==> src/rtl/id_alloc_if.sv <==
// Allocation/retire port bundle for id_alloc_scheduler.
// The master side is the requester and retire agent; the slave side is the scheduler.
interface id_alloc_if #(
   parameter int MAX_IDS = 8,
   parameter int ID_W    = $clog2(MAX_IDS)
);
   logic            flush;
   logic            alloc_valid;
   logic [ID_W-1:0] alloc_id;
   logic            alloc_take;
   logic            retire_valid;
   logic [ID_W-1:0] retire_id;
   logic            issue_toggle;
   logic [ID_W-1:0] issue_toggle_id;
   logic            retire_toggle;
   logic [ID_W-1:0] retire_toggle_id;
   logic [ID_W:0]   inflight_count;
   logic            idle;
   logic            retire_err;

   modport master (
      output flush, alloc_take, retire_valid, retire_id,
      input  alloc_valid, alloc_id, issue_toggle, issue_toggle_id,
             retire_toggle, retire_toggle_id, inflight_count, idle, retire_err
   );

   modport slave (
      input  flush, alloc_take, retire_valid, retire_id,
      output alloc_valid, alloc_id, issue_toggle, issue_toggle_id,
             retire_toggle, retire_toggle_id, inflight_count, idle, retire_err
   );
endinterface

==> src/rtl/id_alloc_scheduler.sv <==
// Instruction-ID allocator: circular free list plus in-flight bitmap. INIT rebuilds
// the free list one ID per cycle and reclaims any ID still marked in flight.
module id_alloc_scheduler #(
   parameter int MAX_IDS = 8,
   parameter int ID_W    = $clog2(MAX_IDS)
) (
   input logic        clk,
   input logic        rst,
   id_alloc_if.slave  bus
);
   localparam logic [ID_W:0]   FULL = (ID_W+1)'(MAX_IDS);
   localparam logic [ID_W-1:0] LAST = ID_W'(MAX_IDS - 1);

   typedef enum logic {INIT, RUN} state_t;

   state_t             state_reg, state_next;
   logic [ID_W-1:0]    idx_reg, head_reg, tail_reg;
   logic [ID_W:0]      free_cnt_reg;
   logic [MAX_IDS-1:0] inflight_reg;
   logic               err_reg;
   logic [ID_W-1:0]    free_mem [MAX_IDS];

   logic               run_act;
   logic               alloc_fire, retire_fire, retire_drop, init_reclaim;
   logic               push_en;
   logic [ID_W-1:0]    push_id, head_id;
   logic               retire_tog;
   logic [ID_W-1:0]    retire_tog_id;
   logic [MAX_IDS-1:0] set_vec, clr_vec;

   assign head_id = free_mem[head_reg];
   assign run_act = (state_reg == RUN) && !rst;

   always_comb begin
      state_next   = state_reg;
      alloc_fire   = 1'b0;
      retire_fire  = 1'b0;
      retire_drop  = 1'b0;
      init_reclaim = 1'b0;
      push_en      = 1'b0;
      push_id      = bus.retire_id;
      if (!rst) begin
         case (state_reg)
            INIT: begin
               push_en      = 1'b1;
               push_id      = idx_reg;
               init_reclaim = inflight_reg[idx_reg];
               if (idx_reg == LAST)
                  state_next = RUN;
            end
            RUN: begin
               if (bus.flush) begin
                  state_next = INIT;
               end else begin
                  alloc_fire = bus.alloc_take && (free_cnt_reg != '0);
                  // An ID being handed out this cycle is not yet in flight.
                  if (bus.retire_valid) begin
                     if (inflight_reg[bus.retire_id] &&
                         !(alloc_fire && (bus.retire_id == head_id)))
                        retire_fire = 1'b1;
                     else
                        retire_drop = 1'b1;
                  end
                  push_en = retire_fire;
               end
            end
            default: state_next = INIT;
         endcase
      end
   end

   assign retire_tog    = retire_fire || init_reclaim;
   assign retire_tog_id = init_reclaim ? idx_reg : bus.retire_id;

   assign bus.alloc_valid      = run_act && (free_cnt_reg != '0);
   assign bus.alloc_id         = head_id;
   assign bus.issue_toggle     = alloc_fire;
   assign bus.issue_toggle_id  = head_id;
   assign bus.retire_toggle    = retire_tog;
   assign bus.retire_toggle_id = retire_tog_id;
   assign bus.inflight_count   = run_act ? (FULL - free_cnt_reg) : '0;
   assign bus.idle             = run_act && (free_cnt_reg == FULL);
   assign bus.retire_err       = err_reg;

   genvar gi;
   generate
      for (gi = 0; gi < MAX_IDS; gi++) begin : g_bit
         assign set_vec[gi] = alloc_fire && (head_id == ID_W'(gi));
         assign clr_vec[gi] = retire_tog && (retire_tog_id == ID_W'(gi));
      end
   endgenerate

   always_ff @(posedge clk) begin
      if (rst)
         state_reg <= INIT;
      else
         state_reg <= state_next;
   end

   always_ff @(posedge clk) begin
      if (rst) begin
         idx_reg      <= '0;
         head_reg     <= '0;
         tail_reg     <= '0;
         free_cnt_reg <= '0;
         inflight_reg <= '0;
         err_reg      <= 1'b0;
      end else begin
         inflight_reg <= (inflight_reg & ~clr_vec) | set_vec;
         if (state_reg == INIT) begin
            idx_reg      <= idx_reg + ID_W'(1);
            tail_reg     <= tail_reg + ID_W'(1);
            free_cnt_reg <= free_cnt_reg + (ID_W+1)'(1);
         end else if (bus.flush) begin
            idx_reg      <= '0;
            head_reg     <= '0;
            tail_reg     <= '0;
            free_cnt_reg <= '0;
         end else begin
            head_reg     <= head_reg + ID_W'(alloc_fire);
            tail_reg     <= tail_reg + ID_W'(retire_fire);
            free_cnt_reg <= free_cnt_reg + (ID_W+1)'(retire_fire) - (ID_W+1)'(alloc_fire);
            err_reg      <= err_reg || retire_drop;
         end
      end
   end

   // Storage only; validity is tracked by the pointers, so no reset is needed.
   always_ff @(posedge clk) begin
      if (push_en)
         free_mem[tail_reg] <= push_id;
   end
endmodule

==> src/flat_wrapper.sv <==
// flat-port wrapper written by rule: the top's interface ports become plain ports
module id_alloc_scheduler_flat 
#(
   parameter int MAX_IDS = 8,
   parameter int ID_W    = $clog2(MAX_IDS)
)
  (clk, rst, bus_flush, bus_alloc_take, bus_retire_valid, bus_retire_id, bus_alloc_valid, bus_alloc_id, bus_issue_toggle, bus_issue_toggle_id, bus_retire_toggle, bus_retire_toggle_id, bus_inflight_count, bus_idle, bus_retire_err);
  id_alloc_if #(.MAX_IDS(MAX_IDS), .ID_W(ID_W)) bus_i ();
  input logic clk;
  input logic rst;
  input wire logic [$bits(bus_i.flush)-1:0] bus_flush;
  input wire logic [$bits(bus_i.alloc_take)-1:0] bus_alloc_take;
  input wire logic [$bits(bus_i.retire_valid)-1:0] bus_retire_valid;
  input wire logic [$bits(bus_i.retire_id)-1:0] bus_retire_id;
  output wire logic [$bits(bus_i.alloc_valid)-1:0] bus_alloc_valid;
  output wire logic [$bits(bus_i.alloc_id)-1:0] bus_alloc_id;
  output wire logic [$bits(bus_i.issue_toggle)-1:0] bus_issue_toggle;
  output wire logic [$bits(bus_i.issue_toggle_id)-1:0] bus_issue_toggle_id;
  output wire logic [$bits(bus_i.retire_toggle)-1:0] bus_retire_toggle;
  output wire logic [$bits(bus_i.retire_toggle_id)-1:0] bus_retire_toggle_id;
  output wire logic [$bits(bus_i.inflight_count)-1:0] bus_inflight_count;
  output wire logic [$bits(bus_i.idle)-1:0] bus_idle;
  output wire logic [$bits(bus_i.retire_err)-1:0] bus_retire_err;
  assign bus_i.flush = bus_flush;
  assign bus_i.alloc_take = bus_alloc_take;
  assign bus_i.retire_valid = bus_retire_valid;
  assign bus_i.retire_id = bus_retire_id;
  assign bus_alloc_valid = bus_i.alloc_valid;
  assign bus_alloc_id = bus_i.alloc_id;
  assign bus_issue_toggle = bus_i.issue_toggle;
  assign bus_issue_toggle_id = bus_i.issue_toggle_id;
  assign bus_retire_toggle = bus_i.retire_toggle;
  assign bus_retire_toggle_id = bus_i.retire_toggle_id;
  assign bus_inflight_count = bus_i.inflight_count;
  assign bus_idle = bus_i.idle;
  assign bus_retire_err = bus_i.retire_err;
  id_alloc_scheduler #(.MAX_IDS(MAX_IDS), .ID_W(ID_W)) u_core (.clk(clk), .rst(rst), .bus(bus_i));
endmodule
==> config.mk <==
export PLATFORM = sky130hd
export DESIGN_NAME = id_alloc_scheduler_flat
export DESIGN_NICKNAME = d
export VERILOG_FILES = /design/src/rtl/id_alloc_if.sv /design/src/rtl/id_alloc_scheduler.sv /design/src/flat_wrapper.sv
export SDC_FILE = /design/constraint.sdc
export NUM_CORES = 1
export LEC_CHECK = 0
export CAP_MARGIN = 20
export CORE_MARGIN = 10
export CORE_UTILIZATION = 35
export CTS_CLUSTER_DIAMETER = 50
export DETAILED_ROUTE_END_ITERATION = 6
export GPL_ROUTABILITY_DRIVEN = 0
export MAX_ROUTING_LAYER = met4
export PLACE_DENSITY = 0.55
export SLEW_MARGIN = 10
export SYNTH_ARGS = -nofsm -noshare
export SYNTH_HDL_FRONTEND = slang
export SYNTH_SLANG_ARGS = --single-unit
==> constraint.sdc <==
create_clock -name clk -period 3 [get_ports clk]
set_clock_uncertainty 0.1 [all_clocks]
set_input_delay 0.3 -clock clk [delete_from_list [all_inputs] [get_ports clk]]
set_output_delay 0.3 -clock clk [all_outputs]
set_load 0.05 [all_outputs]
==> flow_summary_export.csv, run 1 <==
group,metric,value,unit
drt,drc_errors,0,
synthesis,ys.flop_type,"dfxtp_1",
power_and_ir_drop,power_density,387,mW/mm^2
global_route,grt_pass1_vias,2172,
timing,hold_slack,0.436,ns
place,place_ws,-0.108,ns
critical_path,worst_setup_path_end_kind,"output port",
cts,cts.sinks,50,
global_route,overflow,0,
final_layout,drive_gt1_frac,0.251,
synthesis,synth_edf_count,24,
cts,cts_max_path_buffers,2,
final_layout,fillCellCount,767,
floorplanning,die_y,112,um
timing,drv_slew,0,
synthesis,ys_seq_area_frac,0.420,
synthesis,synth_cell_types,50,
drt,wl_per_cell,16.2,um
critical_path,cp_slowest_cell,"mux4_1",
timing,fin_ws,0.192,ns
min_path,hold_path_class,"register to register",
drt,postRouteAntennaNets,0,
final_layout,seq_area,0.00124,mm^2
global_route,grt_usage,0.115,
cts,cts_buffers,5,
critical_path,crit_path_max_incr_delay,0.63,ns
cts,clkTransAtPathRegs,0.09,ns
cts,h-tree-depth,2,
power_and_ir_drop,power,1.41,mW
timing,tightest_slew,1.03,ns
critical_path,crit_arrival,2.41,ns
final_layout,multi_input_comb_area,0.00163,mm^2
timing,setup_viol,0,
critical_path,path_cells,"clkdlybuf4s50_1, mux4_1, mux2i_4, buf_4, nor3_1, a32oi_1, nand2_2, buf_12",
status,status,"finished, final reports clean",
final_layout,nets,344,
global_route,grt_pass1_wl,11.6,mm
synthesis,async_flop_share,0,
floorplanning,fp.dieArea,0.0125,mm^2
drt,drt_wl_total,6.85,mm
floorplanning,num_rows,33,
cts,clk_latency,0.31,ns
floorplanning,io_pins,26,
synthesis,synth-seq-cells,50,
drt,dr.first_iter.drc_count,113,
final_layout,diodes,0,
synthesis,syn_area_per_cell,10.4,um^2
drt,vias,2161,
timing,hold_violations,0,
cts,cts-root-buf,"clkbuf_8",
critical_path,crit_path_start_kind,"primary input",
critical_path,cp_data_required_time,2.60,ns
place,numPortBuffers,25,
final_layout,largest_reg_flops,24,
final_layout,area_delta_synth_final,22.9,%
cts,cts_hold_repair.buffers,0,
timing,slew_headroom,0.303,
global_route,antenna_found_initial,0,
critical_path,critPathTopFamily,"buffers and inverters",
critical_path,timing_worst_setup_path_type,"primary input to output port",
global_route,grt_max_degree,28,
synthesis,synthesis.nets,311,
power_and_ir_drop,p_leak,1.35,nW
drt,routed_via_density,5.10,
synthesis,syn_inst,285,
timing,finalCriticalPeriod,2.81,ns
critical_path,critPathBufInv,3,
floorplanning,fp.coreArea,0.00822,mm^2
synthesis,syn-cell-area,0.00296,mm^2
cts,cts_tree,"built",
synthesis,ys_warn_count,0,
timing,final.setup.tns,0,ns
drt,dr.pass1.iters,4,
flow_run,drv_cap,0,
floorplanning,die_w,112,um
place,dpl.hpwl,5.23,mm
timing,max_freq,0.356,GHz
critical_path,critPathMaxFanout,3,
floorplanning,start_util,0.360,
power_and_ir_drop,ir_drop,184,uV
timing,fin_crit_sh,0.936,
cells in the mapped netlist, types with 2 or more instances:
cell type	n	area, um^2
clkinv_1	2	7.51
nor2_1	45	169
a211oi_2	8	100
nor3_1	2	10.0
dfxtp_1	26	521
o21ai_0	2	10.0
nand2_1	19	71.3
and3_1	2	12.5
nand3_1	2	10.0
inv_1	10	37.5
edfxtp_1	24	721
buf_2	2	10.0
a22oi_2	2	25.0
nand2b_1	5	31.3
and3b_1	2	17.5
nor2b_1	8	50.1
a22oi_1	11	82.6
mux4_2	7	158
mux2i_1	12	120
ha_1	17	213
a21oi_2	9	78.8
a21oi_1	19	95.1
xor2_1	5	43.8
xnor2_1	3	26.3
buf_4	3	22.5
and2_1	4	25.0
clkbuf_1	8	30.0
a21o_1	3	22.5
buf_6	2	22.5
layout make-up:
cell class	instances	share of cell area
Clock buffer	6	0.0200
Clock inverter	2	0.00413
Inverter	13	0.0134
Multi-Input combinational cell	206	0.448
Sequential cell	50	0.342
Tap cell	105	0.0362
Timing Repair Buffer	42	0.136
routing by layer:
layer	part of all wire	global-route usage	vias to the layer above	wire, um
met5	0	-	-	0
li1	-	-	1080	-
met2	0.46	0.175	42	3180
met4	0.0093	0.0257	0	64
met1	0.50	0.151	1033	3410
met3	0.029	0.0274	6	199
worst reg2reg max path, cell delays in order, from the launching register on:
cell and delay [ns]:
dfxtp_1 0.37, buf_12 0.16, mux2i_1 0.27, a22oi_2 0.15
and3_1 0.24, nor2_1 0.16, a311o_1 0.22, nor2_1 0.06
ha_1 0.22, fa_1 0.38, xnor2_1 0.14, a22oi_1 0.18
nor2_1 0.05
worst paths after layout:
kind,startpoint,end,slack [ns],cells after the start
hold reg to reg,u_core.head_reg[2]$_SDFFE_PP0P_,register,0.44,2
setup / recovery,bus_retire_id[0],bus_retire_toggle,0.19,8
setup reg to reg,register,u_core.free_cnt_reg[2]$_SDFF_PP0_,0.21,12
hold / removal,u_core.head_reg[2]$_SDFFE_PP0P_,register,0.44,2
cell usage in the layout, fill, tap and decap left out, types with 4 or more instances in the layout:
master / n
nand2b_1: 5
a21oi_2: 10
nor2_1: 45
clkbuf_8: 5
inv_1: 10
a21oi_1: 17
nand2_1: 19
a22oi_2: 6
edfxtp_1: 24
nor2b_1: 8
ha_1: 15
buf_4: 18
a211oi_2: 8
a22oi_1: 7
and2_1: 4
dfxtp_1: 26
buf_12: 12
mux4_2: 7
clkdlybuf4s50_1: 12
xor2_1: 5
mux2i_1: 12
repair_timing:
action | CTS | global route
gates resized for setup | 0 | 9
setup endpoints to repair | 0 | 4
setup buffers | 0 | 0
endpoints found under the hold margin | 0 | 0
logic make-up (layout without fill, tap and decap cells):
group,after synthesis,in the layout,share of synthesized area
compound gates,64,64,0.171
simple gates,94,94,0.146
buf+inv,29,63,0.0466
flops,50,50,0.420
mux,22,22,0.114
xor+xnor,8,8,0.0237
fa+ha+maj,18,18,0.0787
stage by stage:
| stage | cell area, um^2 | cells | utilization |
|---|---|---|---|
| after global routing | 3630 | 424 | 0.442 |
| after CTS | 3590 | 424 | 0.437 |
| after detailed placement | 3510 | 416 | 0.427 |
| final | 3630 | 424 | 0.442 |
| after global placement | 3510 | 416 | 0.427 |
| after floorplan | 2970 | 285 | - |
where the power goes:
part           total, mW  leakage, nW  internal (mW)  switching (mW)
combinational      0.253        0.879          0.105           0.148
sequential         0.762        0.432          0.739          0.0226
clock              0.393       0.0374          0.165           0.228
total               1.41         1.35           1.01           0.399
Note: power is estimated with default switching activity, not from simulation.
==> run 2: changes to the inputs <==
- CORE_UTILIZATION: 35 -> 45
- DONT_BUFFER_PORTS: default -> 1
- PLACE_DENSITY: 0.55 -> 0.62
==> run 2 against run 1 <==
  * Hold slack got worse by 0.36 ns
  * Sequential cell count unchanged
  * Combinational power decreased by 20%
  * Largest power group unchanged
==> flow_summary_export.csv, run 2 (synthesis gave the netlist of run 1 again) <==
group,metric,value,unit
timing,fin_ws,0.134,ns
power_and_ir_drop,power_density,439,mW/mm^2
place,dp.cells,361,
final_layout,fillCellCount,579,
global_route,grt_usage,0.132,
cts,clk_latency,0.31,ns
global_route,grt_pass1_wl,10.5,mm
final_layout,seq_area,0.00124,mm^2
timing,hold_slack,0.0728,ns
critical_path,path_cells,"buf_12, mux2i_1, a22oi_1, and3_1, nor2_1, a311o_1, nor2_1, ha_1, fa_1, nand2_1, nor2_1, a21oi_1, nor2_1",
cts,post_cts_buffers,0,
status,status,"finished, final reports clean",
global_route,grt_pass1_vias,2057,
timing,fin_crit_sh,0.955,
timing,max_freq,0.349,GHz
global_route,grt_max_degree,24,
floorplanning,die_y,101,um
cts,cts.sinks,50,
floorplanning,num_rows,29,
cts,cts_buffers,5,
cts,cts_max_path_buffers,2,
drt,postRouteAntennaNets,0,
drt,vias,2055,
min_path,hold_path_class,"primary input to register",
cts,cts_tree,"built",
timing,drv_slew,0,
timing,setup_viol,0,
timing,grt_setup_unrepaired,"false",
floorplanning,fp.coreArea,0.00635,mm^2
critical_path,timing_worst_setup_path_type,"register to register",
drt,wl_per_cell,17.2,um
final_layout,diodes,0,
flow_run,drv_cap,0,
drt,routed_via_density,5.55,
final_layout,utilization,0.511,
timing,finalCriticalPeriod,2.87,ns
final_layout,final_cell_area,0.00324,mm^2
critical_path,crit_path_start_kind,"register",
critical_path,crit_arrival,2.93,ns
drt,drt_wl_total,6.38,mm
floorplanning,die_w,101,um
timing,hold_violations,0,
place,place_area,0.00310,mm^2
floorplanning,start_util,0.466,
final_layout,mostFrequentLayoutCell,"nor2_1",
drt,drc_errors,0,
place,dpl.hpwl,4.82,mm
final_layout,drive_gt1_frac,0.225,
critical_path,worst_setup_path_end_kind,"register",
critical_path,cp_data_required_time,3.07,ns
cts,h-tree-depth,2,
floorplanning,io_pins,26,
cts,clkTransAtPathRegs,0.10,ns
critical_path,crit_path_max_incr_delay,0.42,ns
drt,dr.pass1.iters,4,
critical_path,cp_common_cell,"nor2_1",
drt,dr.first_iter.drc_count,65,
timing,tightest_slew,1.09,ns
place,numPortBuffers,0,
critical_path,cp_slowest_cell,"fa_1",
critical_path,critPathMaxFanout,12,
place,place_ws,0.143,ns
global_route,overflow,0,
final_layout,largest_reg_flops,24,
power_and_ir_drop,p_leak,1.22,nW
power_and_ir_drop,ir_drop,343,uV
final_layout,stdcell_count,370,
final_layout,area_delta_synth_final,9.65,%
floorplanning,fp.dieArea,0.0102,mm^2
timing,slew_headroom,0.271,
power_and_ir_drop,power,1.42,mW
final_layout,layout_common_cells,"nor2_1 (45), dfxtp_1 (24), edfxtp_1 (24)",
cts,cts-root-buf,"clkbuf_8",
final_layout,nets,318,
timing,final.setup.tns,0,ns
final_layout,multi_input_comb_area,0.00161,mm^2
global_route,antenna_found_initial,0,
run 2: changes by cell type in the layout (fill, tap and decap cells not counted), moves of 2 or more:
| cell | previous run | this run |
|---|---|---|
| clkdlybuf4s50_1 | 12 | 0 |
| buf_12 | 12 | 1 |
| buf_4 | 18 | 14 |
| clkinvlp_4 | 2 | 0 |
| dfxtp_1 | 26 | 24 |
| dfxtp_2 | 0 | 2 |
| ha_1 | 15 | 17 |
| nor2b_1 | 8 | 6 |
| nor2b_2 | 0 | 2 |
run 2: metal layers:
layer | GRT usage | routed length [um] | up-vias
met1 | 0.173 | 3010 | 979
li1 | - | - | 1035
met4 | 0.0407 | 58 | 0
met5 | - | 0 | -
met3 | 0.0350 | 383 | 5
met2 | 0.194 | 2930 | 36
run 2: worst paths after layout:
kind                                   start                            endpoint  slack [ns]  cells after the start
max reg2reg                         register   u_core.free_cnt_reg[1]$_SDFF_PP0_        0.13                     13
max                                 register   u_core.free_cnt_reg[1]$_SDFF_PP0_        0.13                     13
min                         bus_retire_valid  u_core.bus.retire_err$_SDFFE_PP0P_        0.07                      2
min reg2reg  u_core.head_reg[2]$_SDFFE_PP0P_     u_core.head_reg[2]$_SDFFE_PP0P_        0.46                      2
run 2: area by class of cell:
cell class / instances / area share
multi-input combinational: 206 / 0.497
clock buffer: 6 / 0.0289
clock inverter: 2 / 0.00425
timing repair buffer: 16 / 0.0417
sequential: 50 / 0.384
inverter: 13 / 0.0151
tap: 77 / 0.0297
run 2: what timing repair did:
action | in CTS | in global routing
hold endpoints to repair | 26 | 0
gates resized for setup | 0 | 8
hold buffers | 1 | 0
endpoints found under the setup margin | 0 | 2
run 2: worst max-delay path, delay by kind of cell (launching register included):
family,cells,cell delay (ns)
simple gates,6,0.63
flops,1,0.37
compound gates,3,0.75
buf+inv,1,0.16
fa+ha+maj,2,0.63
mux,1,0.08
run 2: power breakdown:
| group | switching (mW) | internal (mW) |
|---|---|---|
| logic | 0.131 | 0.0726 |
| clock network | 0.239 | 0.217 |
| registers | 0.0229 | 0.740 |
